<file path="src/rtl/uart_rx_fifo_wr_ctrl.sv">
// uart_rx_fifo_wr_ctrl: moves words from the UART RX into the shared FIFO.
// Each captured word waits for a free slot (not full, no read in progress).
// While the FIFO stays full, the word is held for a bounded time and then dropped.
// Dropped words and read/write strobe overlaps are kept as sticky status.
module uart_rx_fifo_wr_ctrl #(
   parameter int WIDTH   = 8,
   parameter int TIMEOUT = 63
) (
   input  logic             clk,
   input  logic             reset,
   input  logic [WIDTH-1:0] rx_data,
   input  logic             rx_data_valid,
   input  logic             fifo_full,
   input  logic             read_fifo_n,
   input  logic             status_clr,
   output logic             write_fifo_n,
   output logic [WIDTH-1:0] fifo_wr_data,
   output logic             rx_overflow,
   output logic [7:0]       drop_count,
   output logic             rd_wr_collision
);

   typedef enum logic [1:0] {
      IDLE      = 2'd0,
      WAIT_SLOT = 2'd1,
      WRITE     = 2'd2,
      RECOVER   = 2'd3
   } state_t;

   localparam logic [5:0] TMO = 6'(TIMEOUT);

   state_t           state_q, state_d;
   logic [5:0]       cnt_q, cnt_d;
   logic             wr_n_q, wr_n_d;
   logic [WIDTH-1:0] data_q, data_d;
   logic             ovf_q, ovf_d;
   logic [7:0]       drop_q, drop_d;
   logic             coll_q, coll_d;

   // Drop events seen this cycle. An overrun and a timeout can coincide, so
   // this can reach two.
   logic [1:0]       drops;
   logic [8:0]       drop_sum;
   logic [7:0]       drop_base;

   // Next-state, capture, timeout counter and drop detection.
   always_comb begin
      state_d = state_q;
      cnt_d   = cnt_q;
      data_d  = data_q;
      drops   = 2'd0;
      case (state_q)
         IDLE: begin
            if (rx_data_valid) begin
               data_d  = rx_data;
               cnt_d   = 6'd0;
               state_d = WAIT_SLOT;
            end
         end
         WAIT_SLOT: begin
            // An incoming word cannot be buffered while one is held.
            if (rx_data_valid) drops = drops + 2'd1;
            if (fifo_full) begin
               if (cnt_q < TMO) begin
                  cnt_d = cnt_q + 6'd1;
               end else begin
                  drops   = drops + 2'd1;
                  state_d = IDLE;
               end
            end else if (!read_fifo_n) begin
               state_d = WAIT_SLOT;
            end else begin
               state_d = WRITE;
            end
         end
         WRITE: begin
            if (rx_data_valid) drops = drops + 2'd1;
            state_d = RECOVER;
         end
         RECOVER: begin
            if (rx_data_valid) begin
               data_d  = rx_data;
               cnt_d   = 6'd0;
               state_d = WAIT_SLOT;
            end else begin
               state_d = IDLE;
            end
         end
         default: state_d = IDLE;
      endcase

      // The strobe is decoded from the next state so it is registered.
      wr_n_d = (state_d != WRITE);
   end

   // Sticky status. A clear discards old history but keeps this cycle's events.
   always_comb begin
      drop_base = status_clr ? 8'd0 : drop_q;
      drop_sum  = {1'b0, drop_base} + {7'd0, drops};
      drop_d    = drop_sum[8] ? 8'hFF : drop_sum[7:0];
      ovf_d     = (status_clr ? 1'b0 : ovf_q) | (drops != 2'd0);
      coll_d    = (status_clr ? 1'b0 : coll_q) | (!read_fifo_n && !wr_n_q);
   end

   // State and output registers with synchronous reset.
   always_ff @(posedge clk) begin
      if (reset) begin
         state_q <= IDLE;
         cnt_q   <= 6'd0;
         wr_n_q  <= 1'b1;
         data_q  <= '0;
         ovf_q   <= 1'b0;
         drop_q  <= 8'd0;
         coll_q  <= 1'b0;
      end else begin
         state_q <= state_d;
         cnt_q   <= cnt_d;
         wr_n_q  <= wr_n_d;
         data_q  <= data_d;
         ovf_q   <= ovf_d;
         drop_q  <= drop_d;
         coll_q  <= coll_d;
      end
   end

   assign write_fifo_n    = wr_n_q;
   assign fifo_wr_data    = data_q;
   assign rx_overflow     = ovf_q;
   assign drop_count      = drop_q;
   assign rd_wr_collision = coll_q;

endmodule
</file>
<file path="config.mk">
export PLATFORM = sky130hd
export DESIGN_NAME = uart_rx_fifo_wr_ctrl
export DESIGN_NICKNAME = d
export VERILOG_FILES = /design/src/rtl/uart_rx_fifo_wr_ctrl.sv
export SDC_FILE = /design/constraint.sdc
export NUM_CORES = 1
export LEC_CHECK = 0
export CORE_UTILIZATION = 44
export DETAILED_ROUTE_END_ITERATION = 8
export PLACE_DENSITY_LB_ADDON = 0.12
export SLEW_MARGIN = 20
export SYNTH_ARGS = -nofsm -noshare
export SYNTH_HDL_FRONTEND = slang
export SYNTH_SLANG_ARGS = --single-unit
</file>
<file path="constraint.sdc">
create_clock -name clk -period 2.2 [get_ports clk]
set_input_delay 0.44 -clock clk [delete_from_list [all_inputs] [get_ports clk]]
set_output_delay 0.44 -clock clk [all_outputs]
set_load 0.02 [all_outputs]
</file>
==> results.py, run 1 <==
metrics = {
    "critical_path": {
        "path_buf_inv": 3,
        "worstSetupPathDepth": 12,
        "cp.required_ps": 2460,
        "cp-end-kind": "flip-flop",
        "worstSetupPathType": "flip-flop to flip-flop",
        "worstPathArrival_ps": 2650,
        "critPathLaunchType": "flip-flop",
        "crit_chain": "inv_4, ha_4, nand4b_1, o221a_2, o21ai_2, inv_2, ha_4, inv_2, fa_2, nor3b_4, nand4_1, a21oi_1",
        "cp_max_fo": 6,
        "slowest_delay_ps": 410,
        "path_delay_family": "adder cells",
        "crit_path_top_delay_cell": "fa_2",
        "reg2reg_depth": 12,
    },
    "timing": {
        "setup_viol": 8,
        "fin_ws_ps": -187,
        "finalMaxSlewViolations": 0,
        "slew_headroom_pct": 71.0,
        "min_period_ps": 2390,
        "clock_skew_ps": 2.35,
        "final.period_utilization_pct": 109,
        "worst_pin_slew_ps": 435,
        "rsz0062_at_grt": "yes",
        "final.setup.tns_ps": -1330,
        "max_freq_mhz": 419,
        "finalHoldViolCount": 0,
    },
    "die": {
        "io_pins": 33,
        "dieArea_sq_um": 3350,
        "rows": 19,
        "core-area_sq_um": 2850,
        "fp.dieH_um": 57.9,
        "start_util_pct": 48.1,
        "die_w_um": 57.9,
    },
    "logic_synthesis": {
        "synth_top_area_share_pct": 39.4,
        "synth_largest_area_cell": "dfxtp_1",
        "synth_area_per_cell_sq_um": 8.63,
        "ys_async_sr_fraction_pct": 0,
        "ys_warn_count": 0,
        "synth_cell_types": 44,
        "netlist_top_cells_area": "dfxtp_1 (39%), a21oi_1 (7.7%), ha_1 (7.3%), nand2_1 (6.6%), inv_1 (3.3%)",
        "synth_edf_count": 0,
        "syn_nets": 182,
        "synth_cells": 159,
        "synth_ff_type": "dfxtp_1",
        "syn_area_sq_um": 1370,
        "ys_seq_area_share_pct": 39.4,
        "ys_ff_latch": 27,
    },
    "clocking": {
        "cts_buffers": 3,
        "clockBufferDepth": 2,
        "h-tree-depth": 1,
        "insertion_delay_ps": 330,
        "clk_pin_slew_ps": 150,
        "cts_hold_buf": 0,
        "clock_sink_count": 27,
        "cts_tree": "built",
        "clock-root-buffer": "clkbuf_4",
    },
    "layout": {
        "finish.utilization_pct": 75.9,
        "n_antenna_cell": 0,
        "nets": 245,
        "area_delta_synth_final_pct": 57.7,
        "drive_above_1_share_pct": 32.1,
    },
    "power": {
        "power_density_nw_per_um2": 852,
        "power.switching_mw": 0.698,
        "seq_power_share_pct": 35.5,
        "p_int_mw": 1.15,
        "pwr-share-comb_pct": 52.7,
        "clkPwrFrac_pct": 11.8,
        "p_leak_nw": 0.837,
        "ir_drop_mv": 0.846,
        "netSwitchingFraction_pct": 37.8,
    },
    "min_path": {
        "min_path_type": "flip-flop to flip-flop",
        "min_path_cells": 2,
    },
    "routing": {
        "finalWirelength_um": 3660,
        "drtIter0Drc": 59,
        "drc": 4,
        "wl_per_cell_um": 14.5,
        "vias": 1391,
        "dr.pass1.iters": 6,
        "via_per_inst": 5.52,
        "ant_nets": 0,
    },
    "outcome": {
        "status": "finished, violations left",
        "violations": "design-rule violations, negative setup slack",
    },
    "global_routing": {
        "grt_max_degree": 16,
        "overflow": 0,
        "grt_pass1_wl_um": 6090,
        "grt_antenna_before_repair": 0,
        "grt_pass1_vias": 1358,
        "grt_usage_pct": 23.5,
    },
    "placed_design": {
        "place_hpwl_um": 2730,
        "portBuffers": 32,
        "place_congestion": 0.792,
    },
    "flow_run": {
        "cap_violations": 0,
    },
}
==> Yosys cell counts (all sizes together) (2+ instances only) <==
library cell and count:
a21oi 22, o211ai 2, nor4 2, nor2 5, dfxtp 27, nand3 5
or3 4, inv 12, nand2b 3, nor2b 3, mux2 2, ha 8
nand3b 2, xnor2 3, buf 2, nand2 24, o21ai 8, o311a 2
clkbuf 3, nor3 2
==> power by group through the flow <==
stage | logic, mW | clock network [mW] | registers [mW]
floorplan | 0.448 | 0 | 0.707
CTS | 0.896 | 0.223 | 0.646
global placement | 0.805 | 0 | 0.637
finish | 0.972 | 0.217 | 0.655
global route | 1.06 | 0.240 | 0.665
detailed placement | 0.838 | 0 | 0.645
==> sequential cells by signal (all words and copies together), names as in the netlist <==
| name | flops |
|---|---|
| drop_count | 8 |
| rd_wr_collision | 1 |
| state_q | 2 |
| rx_overflow | 1 |
| fifo_wr_data | 8 |
| write_fifo_n | 1 |
| cnt_q | 6 |
==> routing by layer <==
layer	wire length, um	global-route usage [%]	vias to the layer above
met5	0	0	-
met4	80	11.2	0
met3	158	4.46	9
met2	1810	38.8	36
met1	1610	29.4	661
li1	-	-	685
==> tightest hold or removal path, stage by stage (launching register included) <==
cell     delay [ps]
dfxtp_1         340
nand2_1          50
a21oi_1          50
==> logic make-up (layout without fill, tap and decap cells) <==
family,Yosys count,count (layout),synth area share [%]
flip-flops,27,27,39.4
AO/OA/AOI/OAI,43,43,20.5
XOR/XNOR,4,4,2.55
buffers and inverters,17,79,4.74
adder cells (fa/ha/maj),9,9,8.75
AND/OR/NAND/NOR,56,56,21.4
multiplexers,3,3,2.64
==> path summary, 6_finish.rpt <==
check,from,to,slack [ps]
worst max-delay path,state_q[0]$_SDFF_PP0_,drop_count[0]$_SDFF_PP0_,-190
worst min-delay path,fifo_wr_data[2]$_SDFFE_PP0P_,fifo_wr_data[2]$_SDFFE_PP0P_,460
worst max register to register,state_q[0]$_SDFF_PP0_,drop_count[0]$_SDFF_PP0_,-190
worst min register to register,fifo_wr_data[2]$_SDFFE_PP0P_,fifo_wr_data[2]$_SDFFE_PP0P_,460
==> final cells by class <==
type                            count  area [sq um]
Timing Repair Buffer               63           563
Sequential cell                    27           553
Multi-Input combinational cell    115           932
Inverter                           12          50.0
Tap cell                           31          38.8
Clock buffer                        3          22.5
Fill cell                         211           688
Clock inverter                      1          5.00
==> stage by stage <==
step | power, mW | cells | hold WS, ps | instance area [sq um] | setup WS (ps)
after CTS | 1.77 | 249 | 465 | 2050 | -188
final | 1.84 | 252 | 463 | 2160 | -187
after global routing | 1.96 | 252 | 485 | 2160 | -345
after global placement | 1.44 | 242 | 441 | 1940 | -506
after detailed placement | 1.48 | 242 | 446 | 1940 | -621
after floorplan | 1.16 | 159 | 491 | 1420 | -34.2
==> what timing repair did <==
action                     CTS  global route
gates cloned                 0             0
gates resized for setup     15            14
pin swaps                    9             9
setup endpoints to repair    8             8
setup buffers                3             3
==> layout by cell type (no fill, tap or decap), types with 2 or more instances in the layout <==
cell / count
nand2b_1: 3
nand3_2: 2
dfxtp_1: 21
o21ai_0: 6
nor2b_1: 3
nor2_1: 5
nor4_4: 2
dfxtp_4: 2
a21oi_2: 2
inv_2: 2
ha_4: 5
ha_1: 3
o311a_1: 2
inv_1: 8
dlygate4sd2_1: 2
nand3_1: 2
a21oi_1: 20
dfxtp_2: 4
xnor2_1: 3
inv_4: 2
buf_4: 30
nand3b_1: 2
or3_1: 4
clkdlybuf4s50_1: 30
clkbuf_4: 3
nand2_1: 23
(Power assumes the default switching activity.)
==> run 2, diff against run 1 <==
- CAP_MARGIN: unset -> 25
==> results of run 2 <==
No change in the layout: final DEF, timing and power equal those of run 1.
==> run 3, diff against run 2 <==
- HOLD_SLACK_MARGIN: unset -> 0.1
- SLEW_MARGIN: 20 -> 25
==> results of run 3 <==
No change in the layout: final DEF, timing and power equal those of run 1.
